File: config.mk
export PLATFORM = sky130hd
export DESIGN_NAME = fish_sort_gate
export DESIGN_NICKNAME = d
export VERILOG_FILES = /design/src/rtl/fish_sort_gate_pkg.sv /design/src/rtl/fish_sort_gate_sat_counter.sv /design/src/rtl/fish_sort_gate.sv
export SDC_FILE = /design/constraint.sdc
export NUM_CORES = 1
export LEC_CHECK = 0
export BUFFER_PORTS_ARGS = -buffer_cell sky130_fd_sc_hd__buf_2
export CELL_PAD_IN_SITES_DETAIL_PLACEMENT = 0
export CELL_PAD_IN_SITES_GLOBAL_PLACEMENT = 1
export CORE_ASPECT_RATIO = 1.2
export CORE_MARGIN = 2
export CORE_UTILIZATION = 35
export CTS_CLUSTER_DIAMETER = 30
export DETAILED_ROUTE_END_ITERATION = 10
export GPL_TIMING_DRIVEN = 0
export MAX_ROUTING_LAYER = met4
export PLACE_DENSITY_LB_ADDON = 0.1
export RECOVER_POWER = 25
export SLEW_MARGIN = 20
export SYNTH_ARGS = -nofsm -noshare
export SYNTH_HDL_FRONTEND = slang
export SYNTH_SLANG_ARGS = --single-unit
export TNS_END_PERCENT = 10
File: constraint.sdc
create_clock -name clk -period 6.6 [get_ports clk]
set_clock_uncertainty 0.15 [all_clocks]
set_input_delay 0.99 -clock clk [delete_from_list [all_inputs] [get_ports clk]]
set_output_delay 0.99 -clock clk [all_outputs]
set_load 0.02 [all_outputs]
File: src/rtl/fish_sort_gate_pkg.sv
// Shared definitions for the fish sorting gate: FSM encoding, class indices
// and the default conveyor timing constants used at board level.
package fish_sort_gate_pkg;

    typedef enum logic [1:0] {
        ST_IDLE = 2'd0,
        ST_WAIT = 2'd1,
        ST_FIRE = 2'd2
    } gate_state_t;

    localparam logic [1:0] CLS_NONE = 2'd0;
    localparam logic [1:0] CLS_1    = 2'd1;
    localparam logic [1:0] CLS_2    = 2'd2;
    localparam logic [1:0] CLS_3    = 2'd3;

    // Conveyor travel time and actuator dwell, in system clocks
    localparam int DEFAULT_DELAY = 1000;
    localparam int DEFAULT_PULSE = 500;

    // Map the three comparator flags to a class index; CLS_NONE unless exactly one is set
    function automatic logic [1:0] classify(input logic f1, input logic f2, input logic f3);
        logic [1:0] cls;
        cls = CLS_NONE;
        case ({f3, f2, f1})
            3'b001:  cls = CLS_1;
            3'b010:  cls = CLS_2;
            3'b100:  cls = CLS_3;
            default: cls = CLS_NONE;
        endcase
        return cls;
    endfunction

endpackage

File: src/rtl/fish_sort_gate_sat_counter.sv
// CW-bit event counter that sticks at all-ones; a synchronous clear has
// priority over the increment.
module sat_counter #(
    parameter int CW = 16
) (
    input  logic          clk,
    input  logic          rst_n,
    input  logic          clr_i,
    input  logic          inc_i,
    output logic [CW-1:0] cnt_o
);

    logic [CW-1:0] cnt_q;
    logic [CW-1:0] cnt_d;

    // Next count: clear wins, otherwise increment until saturated
    always_comb begin
        cnt_d = cnt_q;
        if (clr_i) begin
            cnt_d = '0;
        end else if (inc_i && (cnt_q != {CW{1'b1}})) begin
            cnt_d = cnt_q + CW'(1);
        end
    end

    // Count register
    always_ff @(posedge clk or negedge rst_n) begin
        if (!rst_n) begin
            cnt_q <= '0;
        end else begin
            cnt_q <= cnt_d;
        end
    end

    assign cnt_o = cnt_q;

endmodule

File: src/rtl/fish_sort_gate.sv
// Fish sorting gate: counts each classified fish and drives the matching
// actuator one conveyor-travel delay later for a fixed pulse width.
module fish_sort_gate
    import fish_sort_gate_pkg::*;
#(
    parameter int CW    = 16,
    parameter int TW    = 16,
    parameter int DELAY = DEFAULT_DELAY,
    parameter int PULSE = DEFAULT_PULSE
) (
    input  logic          clk,
    input  logic          reset,
    input  logic          choise_valid,
    input  logic          choise_1,
    input  logic          choise_2,
    input  logic          choise_3,
    input  logic          cnt_clear,
    output logic          gate_1,
    output logic          gate_2,
    output logic          gate_3,
    output logic          busy,
    output logic [CW-1:0] count_1,
    output logic [CW-1:0] count_2,
    output logic [CW-1:0] count_3,
    output logic [CW-1:0] count_reject,
    output logic          overrun
);

    localparam logic [TW-1:0] DELAY_LD = TW'(DELAY - 1);
    localparam logic [TW-1:0] PULSE_LD = TW'(PULSE - 1);

    logic [1:0]  ev_cls;
    logic        ev_good;
    logic        ev_rej;

    gate_state_t state_q;
    logic [TW-1:0] timer_q;
    logic [1:0]  cls_q;
    logic [2:0]  gate_q;
    logic        busy_q;
    logic        overrun_q;
    logic        overrun_d;

    assign ev_cls  = classify(choise_1, choise_2, choise_3);
    assign ev_good = choise_valid && (ev_cls != CLS_NONE);
    assign ev_rej  = choise_valid && (ev_cls == CLS_NONE);

    sat_counter #(.CW(CW)) u_cnt_1 (
        .clk(clk), .rst_n(reset), .clr_i(cnt_clear),
        .inc_i(ev_good && (ev_cls == CLS_1)), .cnt_o(count_1)
    );
    sat_counter #(.CW(CW)) u_cnt_2 (
        .clk(clk), .rst_n(reset), .clr_i(cnt_clear),
        .inc_i(ev_good && (ev_cls == CLS_2)), .cnt_o(count_2)
    );
    sat_counter #(.CW(CW)) u_cnt_3 (
        .clk(clk), .rst_n(reset), .clr_i(cnt_clear),
        .inc_i(ev_good && (ev_cls == CLS_3)), .cnt_o(count_3)
    );
    sat_counter #(.CW(CW)) u_cnt_rej (
        .clk(clk), .rst_n(reset), .clr_i(cnt_clear),
        .inc_i(ev_rej), .cnt_o(count_reject)
    );

    // Overrun: a good event seen while the engine is still occupied (final FIRE cycle included)
    always_comb begin
        overrun_d = overrun_q;
        if (cnt_clear) begin
            overrun_d = 1'b0;
        end else if (ev_good && (state_q != ST_IDLE)) begin
            overrun_d = 1'b1;
        end
    end

    // Overrun flag register
    always_ff @(posedge clk or negedge reset) begin
        if (!reset) begin
            overrun_q <= 1'b0;
        end else begin
            overrun_q <= overrun_d;
        end
    end

    // Actuation engine: latch class, wait the travel delay, then hold the gate for the pulse
    always_ff @(posedge clk or negedge reset) begin
        if (!reset) begin
            state_q <= ST_IDLE;
            timer_q <= '0;
            cls_q   <= CLS_NONE;
            gate_q  <= 3'b000;
            busy_q  <= 1'b0;
        end else begin
            case (state_q)
                ST_IDLE: begin
                    if (ev_good) begin
                        state_q <= ST_WAIT;
                        timer_q <= DELAY_LD;
                        cls_q   <= ev_cls;
                        busy_q  <= 1'b1;
                    end
                end
                ST_WAIT: begin
                    if (timer_q == '0) begin
                        state_q <= ST_FIRE;
                        timer_q <= PULSE_LD;
                        gate_q  <= {cls_q == CLS_3, cls_q == CLS_2, cls_q == CLS_1};
                    end else begin
                        timer_q <= timer_q - TW'(1);
                    end
                end
                ST_FIRE: begin
                    if (timer_q == '0) begin
                        state_q <= ST_IDLE;
                        gate_q  <= 3'b000;
                        busy_q  <= 1'b0;
                    end else begin
                        timer_q <= timer_q - TW'(1);
                    end
                end
                default: begin
                    state_q <= ST_IDLE;
                    timer_q <= '0;
                    gate_q  <= 3'b000;
                    busy_q  <= 1'b0;
                end
            endcase
        end
    end

    assign gate_1  = gate_q[0];
    assign gate_2  = gate_q[1];
    assign gate_3  = gate_q[2];
    assign busy    = busy_q;
    assign overrun = overrun_q;

endmodule
## Word level (Yosys, flattened, before mapping)

Index checks and enable logic that the tools add are counted.
W data, S select, Z words.

- Bits in registers: 89
- Bits of input ports: 7
- Output and inout port bits: 69
- Word-level logic and storage cells: 86

- Add/subtract/negate cells: 5
- Equal/unequal tests: 19
- Multiplexer cells: 25
- Bitwise logic cells: 2
- Reduce and logical (&&, ||, !) cells: 25

Operators with widths:

| kind | number |
|---|---|
| $mux W16 | 11 |
| $add A16 B1 Y16 const B | 4 |
| $ne A16 B16 Y1 const B | 4 |
| $pmux W16 S3 | 1 |
| $logic_not A16 Y1 | 1 |
| $sub A16 B1 Y16 const B | 1 |
| $reduce_bool A2 Y1 | 7 |
| $pmux W2 S3 | 2 |
| $eq A2 B2 Y1 const B | 5 |
| $logic_and A1 B1 Y1 | 10 |
| $pmux W3 S3 | 1 |
| $reduce_and A3 Y1 | 3 |
| $ne A2 B2 Y1 const B | 4 |
| $eq A2 B1 Y1 const B | 3 |
| $mux W2 | 3 |
| $mux W3 | 2 |
| $logic_not A2 Y1 | 2 |
| $mux W1 | 4 |
| $reduce_and A2 Y1 | 2 |
| $eq A3 B1 Y1 const B | 1 |
| $eq A3 B2 Y1 const B | 1 |
| $eq A3 B3 Y1 const B | 1 |
| $pmux W1 S3 | 1 |
| $not A1 Y1 | 2 |

## Depth between registers and ports, before layout

Gate-level depths: netlist of run 1.

- Word-level depth: 8
- Depth in mapped cells: 8
- Depth with buffers taken out: 7

## By module

From an unflattened synthesis of run 1, not the netlist that was laid out.

- Cell total of the unflattened synthesis: 585
- Area total of the unflattened synthesis: 5471.5 sq um

Modules (own cells, without submodules):

| module | instances | cells an instance | area each (sq um) | sequential area each (sq um) |
|---|---|---|---|---|
| sat_counter | 4 | 98 | 942.2 | 400.4 |
| fish_sort_gate | 1 | 193 | 1702.9 | 625.6 |

## Least setup slack after synthesis of run 1

No wires, ideal clock.

- Path kind: input to register
- Start: input choise_3
- End: register u_cnt_rej.cnt_q[13] (netlist: u_cnt_rej.cnt_o[13])
- Setup time: 0.125 ns
- Data arrival time: 2.521 ns
- Data required time: 6.325 ns
- Slack: 3.804 ns
- Cell stages on the path: 6
- Path buffers: 1
- Cells stage by stage: buf_2 -> xnor2_1 -> o2111ai_1 -> a2111oi_2 -> and3_1 -> mux2_2

- Cells in the longest elaborated chain, start to end: 6
- Elaborated cells between the ends (all ways): 8
- Classes of those cells: eq/ne: 3; mux: 1; reduce/logical: 4

RTL lines:

| item | line | RTL |
|---|---|---|
| from (decl) | fish_sort_gate.sv:16 | `input logic choise_3,` |
| $eq A3 B3 Y1, or another cell as far along | fish_sort_gate_pkg.sv:24 | `case ({f3, f2, f1})` |
| $pmux W2 S3 * | fish_sort_gate_pkg.sv:24 |  |
| $logic_not A2 Y1 * | fish_sort_gate.sv:46 | `assign ev_rej = choise_valid && (ev_cls == CLS_NONE);` |
| $logic_and A1 B1 Y1 * | fish_sort_gate.sv:46 |  |
| $logic_and A1 B1 Y1 * | fish_sort_gate_sat_counter.sv:21 | `end else if (inc_i && (cnt_q != {CW{1'b1}})) begin` |
| $reduce_bool A2 Y1 (no line) * | - |  |
| to (signal assigned) | fish_sort_gate_sat_counter.sv:31 | `cnt_q <= cnt_d;` |
| to (decl) | fish_sort_gate_sat_counter.sv:13 | `logic [CW-1:0] cnt_q;` |

Mark *: on every way between the ends. The rest lies on a longest branch, timed or not.
A chain may end at the register's enable or synchronous reset.

## Worst setup path in the final report of run 1

- Start: register timer_q[0]
- End: register gate_q[0]

- Cells in the longest elaborated chain, start to end: 3
- Elaborated cells between the ends (all ways): 4
- Classes of those cells: eq/ne: 2; reduce/logical: 2

RTL lines:

| item | line | RTL |
|---|---|---|
| from (decl) | fish_sort_gate.sv:37 | `logic [TW-1:0] timer_q;` |
| from (signal assigned) | fish_sort_gate.sv:108 | `timer_q <= timer_q - TW'(1);` |
| from (signal assigned) | fish_sort_gate.sv:117 | `timer_q <= timer_q - TW'(1);` |
| $logic_not A16 Y1 * | fish_sort_gate.sv:103, fish_sort_gate.sv:112 |  |
| $ne A2 B2 Y1 (no line) | - |  |
| $reduce_and A3 Y1 (no line) * | - |  |
| to (signal assigned) | fish_sort_gate.sv:106 | `gate_q <= {cls_q == CLS_3, cls_q == CLS_2, cls_q == CLS_1};` |
| to (decl) | fish_sort_gate.sv:39 | `logic [2:0] gate_q;` |

Marks and branches as above.

==> flow_summary.yaml, run 1 <==
status:
  status: "finished, violations left"
  failed_checks: "max-capacitance violations, max-slew violations"
clocking:
  cts-root-buf: "clkbuf_16"
  cts_setup_buffers: 0
  clkLatencyLatePin_ns: 0.35
  hold_buffers: 0
  path_clk_slew_ns: 0.06
  cts_tree: "yes"
  cts.sinks: 89
  ctsHtreeMaxLevel: 3
  clockBufferDepth: 2
  post_cts_resized: 0
  cts_buffers: 9
grt:
  grt_max_degree: 55
  grt_pass1_vias: 4485
  grt_overflow_total: 0
  grtUsageTotal_pct: 18.9
  grt_pass1_wl_mm: 22.9
  antenna_found_initial: 0
synthesis:
  asyncSetResetFlopFracSynth_pct: 100
  ys_types: 60
  seq_area_frac_synth_pct: 43.3
  ys_seq_elements: 89
  synth_nets: 578
  synth_area_per_cell_um2: 9.10
  synthCells: 565
  synth_edf_count: 0
  synthesis.area_um2: 5140
  synthFlopType: "dfrtp_1"
  yosys_warnings: 0
floorplanning:
  dieArea_um2: 15700
  num_io_pins: 76
  die_w_um: 115
  core_area_um2: 14400
  die_h_um: 137
  initial_core_util_pct: 35.8
  rows: 48
setup_path:
  cp_common_cell: "o21ai_0"
  critical_path_required_ns: 6.67
  cp_cell_sequence: "inv_1, ha_1, or4b_2, nor4_4, buf_6, o21ai_0, nand3_1, o21ai_0"
  slowest_delay_ns: 0.67
  worstPathMaxFanout: 10
  end_kind: "flip-flop"
  cp.arrival_ns: 2.84
  r2r_start: "timer_q[0]"
  r2r-end: "gate_q[0]"
  reg2regPathDepth: 8
  rrSetupSlack_ns: 3.83
  crit_type: "flip-flop to flip-flop"
  start_kind: "flip-flop"
  path_buf_inv: 2
  crit_family: "simple AND/OR/NAND/NOR gates"
  slowest_stage: "or4b_2"
timing:
  finalCritPeriodShare_pct: 42.0
  clock.fmax_ghz: 0.361
  tns_ns: 0
  relSlewSlack_pct: -41.0
  finalHoldViolations: 0
  rsz0062_at_grt: "false"
  setup_viol: 0
  min_period_ns: 2.77
  worst_slew_pin_slew_ns: 2.12
  report.final.slew_viol_count: 36
route:
  viasPerCell: 5.53
  wl_mm: 13.8
  drc: 0
  final_antenna_net_count: 0
  routed-via-count: 4592
  drt_iter0_drc: 260
  firstDrtPassIters: 6
  wl_per_cell_um: 16.6
worst_hold_path:
  worstHoldStart: "cls_q[1]"
  hp-class: "flip-flop to flip-flop"
  hold_path_end: "gate_q[0]"
  hold_path_depth: 1
power:
  p_per_area_nw_per_um2: 227
  seq_power_share_pct: 47.0
  switching_power_mw: 0.400
  power.internal_mw: 0.975
  swShare_pct: 29.1
  clockPowerShare_pct: 37.2
  total_power_mw: 1.37
  p_leak_nw: 2.61
  comb_power_share_pct: 15.8
  ir_drop_v: 0.0000957
cells_and_area:
  diodes: 0
  drive_above_1_share_pct: 16.2
  final_cells: 830
  fin_nets: 663
  area_growth_pct: 17.6
place:
  dpl.hpwl_mm: 9.93
  finalWeightedCongestion: 0.839
  dp.cells: 814
  portBuffers: 73
flow_run:
  cap_violations: 1
==> cell type report <==
cell class | instances | area, um2
fill | 1432 | 8310
timing repair buffer | 74 | 392
clock buffer | 10 | 229
buffer | 28 | 130
sequential | 89 | 2230
multi-input combinational | 433 | 2730
clock inverter | 6 | 58.8
tap | 175 | 219
inverter | 15 | 56.3
==> metal layers <==
metal | global-route usage, % | vias up | wire [um]
li1 | - | 2216 | -
met1 | 23.2 | 2233 | 6090
met2 | 30.7 | 118 | 6760
met3 | 3.19 | 25 | 577
met4 | 8.33 | 0 | 335
met5 | - | - | 0
==> how the worst max path moves through the flow <==
stage	from	endpoint	slack (ns)	depth (start not counted)
after detailed placement	choise_2	timer_q[11]	3.48	7
final	timer_q[0]	gate_q[0]	3.83	8
after CTS	choise_2	timer_q[11]	3.85	7
after global routing	choise_2	timer_q[11]	3.51	7
after floorplan	choise_3	u_cnt_rej.cnt_o[13]	3.80	6
after global placement	reset	u_cnt_1.cnt_o[8]	3.44	1
==> synthesized netlist by cell type, types with 7 or more instances <==
cell type | number | area, um2
nand4_1 | 15 | 93.8
or3_1 | 9 | 56.3
xnor2_1 | 37 | 324
nor3b_1 | 7 | 52.6
o21ai_0 | 23 | 115
o211ai_1 | 10 | 75.1
nor2b_1 | 9 | 56.3
nand2_1 | 39 | 146
nor2_1 | 77 | 289
and4_1 | 8 | 70.1
nor3_1 | 21 | 105
a21oi_1 | 25 | 125
xor2_1 | 20 | 175
dfrtp_1 | 89 | 2230
inv_1 | 15 | 56.3
nor4_1 | 12 | 75.1
nand3_1 | 19 | 95.1
clkbuf_1 | 22 | 82.6
and3_1 | 11 | 68.8
==> registers in the layout, indices dropped and copies added, names as in the netlist <==
name,cells
state_q,2
u_cnt_1.cnt_o,16
cls_q,2
u_cnt_3.cnt_o,16
u_cnt_2.cnt_o,16
overrun,1
timer_q,16
busy,1
gate_q,3
u_cnt_rej.cnt_o,16
==> power groups by stage <==
stage | Sequential, mW | Clock (mW) | Combinational, mW
6_report | 0.646 | 0.512 | 0.217
5_1_grt | 0.653 | 0.551 | 0.247
4_1_cts | 0.644 | 0.529 | 0.218
3_5_place_dp | 0.654 | 0 | 0.217
3_3_place_gp | 0.652 | 0 | 0.209
2_1_floorplan | 0.643 | 0 | 0.159
==> layout by cell type, fill, tap and decap left out, drive strengths merged, types with 3 or more instances in the layout <==
master and n:
nand4 15, xnor2 37, o2111ai 5, and4 8, nor2 77, mux2i 6
a21o 3, buf 79, a221oi 4, xor2 20, o21ai 25, dfrtp 89
nand3 19, a211oi 6, o41ai 3, nor2b 9, nor4bb 3, or3 9
clkbuf 33, a31oi 4, or4 4, a21oi 25, ha 6, o22ai 5
inv 15, and2 7, nor3b 7, nand2b 3, and3 11, nor3 21
clkinv 5, nor4 14, o211ai 10, nand2 39
==> metrics by stage <==
| step | worst slack, ns | hold slack [ns] | instance area, um2 | util (%) |
|---|---|---|---|---|
| 2_1_floorplan | 3.80 | 0.286 | 5140 | - |
| 3_3_place_gp | 3.44 | 0.302 | 5730 | 39.9 |
| 3_5_place_dp | 3.48 | 0.316 | 5760 | 40.1 |
| 4_1_cts | 3.85 | 0.324 | 6050 | 42.1 |
| 5_1_grt | 3.51 | 0.336 | 6050 | 42.1 |
| 6_report | 3.83 | 0.319 | 6050 | 42.1 |
==> kinds of logic after synthesis <==
group / share of synthesized area (%)
multiplexers: 1.61
adder cells (fa/ha/maj): 1.46
AO/OA/AOI/OAI: 13.3
flip-flops: 43.3
buffers and inverters: 3.63
AND/OR/NAND/NOR: 26.9
XOR/XNOR: 9.71
(Power assumes the default switching activity.)
==> run 2, diff against run 1 <==
clock period = 2.6 ns   (was 6.6 ns; I/O delays follow)
==> run 2 against run 1 <==
  * Maximum frequency rose by 13%
  * Combinational power rose to 2.6 times the previous value
  * Critical path depth fell by 1
  * Power rose to 2.5 times the previous value
  * Worst setup slack got worse by 3.7 ns
  * Flip-flop and latch count did not move
  * Sequential share of layout area fell by 0.32 points
  * Highest routed layer unchanged
  * Final cell count rose by 0.72%
  * Hold slack got worse by 0.053 ns
  * The run now ends clean
  * Clock-buffer cell count did not move
  * Non-clock buffer count rose by 6
==> flow_summary.yaml, run 2 (synthesis gave the netlist of run 1 again) <==
floorplanning:
  core_area_um2: 14400
  die_h_um: 137
  rows: 48
  num_io_pins: 76
  die_w_um: 115
  initial_core_util_pct: 35.8
  dieArea_um2: 15700
timing:
  tns_ns: 0
  worst_slew_pin_slew_ns: 0.981
  finalHoldViolations: 0
  rsz0062_at_grt: "false"
  setup_viol: 0
  relSlewSlack_pct: 34.6
  min_period_ns: 2.45
  report.final.slew_viol_count: 0
  layout_setup_ws_ns: 0.153
  clock.fmax_ghz: 0.409
  finalCritPeriodShare_pct: 94.1
power:
  ir_drop_v: 0.000243
  p_per_area_nw_per_um2: 573
  p_leak_nw: 2.64
grt:
  grt_pass1_wl_mm: 23.0
  grtUsageTotal_pct: 18.9
  grt_overflow_total: 0
  grt_pass1_vias: 4493
  antenna_found_initial: 0
  grt_max_degree: 55
setup_path:
  cp.arrival_ns: 2.54
  end_kind: "flip-flop"
  crit_type: "flip-flop to flip-flop"
  reg2regPathDepth: 7
  critical_path_required_ns: 2.69
  start_kind: "flip-flop"
  worstPathMaxFanout: 8
route:
  routed-via-count: 4612
  wl_per_cell_um: 16.5
  final_antenna_net_count: 0
  drt_iter0_drc: 249
  drc: 0
  firstDrtPassIters: 4
  viasPerCell: 5.52
  wl_mm: 13.8
worst_hold_path:
  hp-class: "input pin to flip-flop"
  hold_path_depth: 3
clocking:
  cts_buffers: 9
  cts_tree: "yes"
  path_clk_slew_ns: 0.06
  ctsHtreeMaxLevel: 3
  cts.sinks: 89
  cts-root-buf: "clkbuf_16"
  clkLatencyLatePin_ns: 0.35
  clockBufferDepth: 2
cells_and_area:
  final_common_cell: "dfrtp_1"
  layout_common_cells: "dfrtp_1 (89), nor2_1 (77), buf_2 (74)"
  drive_above_1_share_pct: 16.9
  area_growth_pct: 18.6
  finish.utilization_pct: 42.5
  fin_nets: 669
  diodes: 0
  final_cells: 836
place:
  pre_cts_ws_ns: -0.137
  dp.cells: 814
  dpl.hpwl_mm: 9.93
  portBuffers: 73
  finalWeightedCongestion: 0.839
status:
  status: "finished clean"
flow_run:
  cap_violations: 0
==> run 2: through the flow <==
stage	instance area [um2]	hold WS (ns)	total power, mW
after floorplan	5140	-0.0556	2.04
after global placement	5730	0.302	2.18
after detailed placement	5760	0.168	2.21
after CTS	6080	0.256	3.53
after global routing	6100	0.295	3.69
final	6100	0.266	3.50
==> run 2: worst paths after layout <==
| kind | from | endpoint | slack, ns |
|---|---|---|---|
| min reg2reg | cls_q[1] | gate_q[0] | 0.32 |
| max in group asynchronous | reset | u_cnt_3.cnt_o[3] | 0.92 |
| max | timer_q[4] | timer_q[7] | 0.15 |
| min in group asynchronous | reset | timer_q[14] | 0.59 |
| min | cnt_clear | u_cnt_3.cnt_o[5] | 0.27 |
| max reg2reg | timer_q[4] | timer_q[7] | 0.15 |
==> run 2: what timing repair did <==
item / in CTS / in global routing
resized for setup: 0 / 1
pin swaps: 1 / 3
endpoints found under the setup margin: 9 / 14
hold buffers: 1 / 0
hold endpoints to repair: 35 / 0
setup buffers: 3 / 2
==> run 2: critical path: stages (launching register included) <==
cell and delay (ns):
dfrtp_1 0.45, or4_1 0.53, buf_2 0.18, or2_2 0.29
clkbuf_1 0.21, o21ai_0 0.23, a21oi_1 0.09, a221oi_1 0.21
==> run 2: layout make-up <==
| cell class | instances | area (um2) |
|---|---|---|
| tap | 175 | 219 |
| inverter | 15 | 56.3 |
| fill | 1428 | 8260 |
| timing repair buffer | 80 | 440 |
| multi-input combinational | 433 | 2740 |
| sequential | 89 | 2230 |
| clock inverter | 6 | 58.8 |
| buffer | 28 | 130 |
| clock buffer | 10 | 229 |
==> run 2: report_power, final <==
| part | leakage (nW) | total (mW) | switching (mW) | internal (mW) |
|---|---|---|---|---|
| Combinational | 1.30 | 0.555 | 0.315 | 0.240 |
| Sequential | 1.19 | 1.64 | 0.144 | 1.50 |
| Clock | 0.146 | 1.30 | 0.558 | 0.741 |
==> run 2: metal layers <==
layer	vias up	track usage, %	part of all wire [%]
met4	0	8.33	2.3
met3	23	3.19	3.7
li1	2230	-	-
met5	-	-	0
met2	100	30.6	49
met1	2259	23.3	45
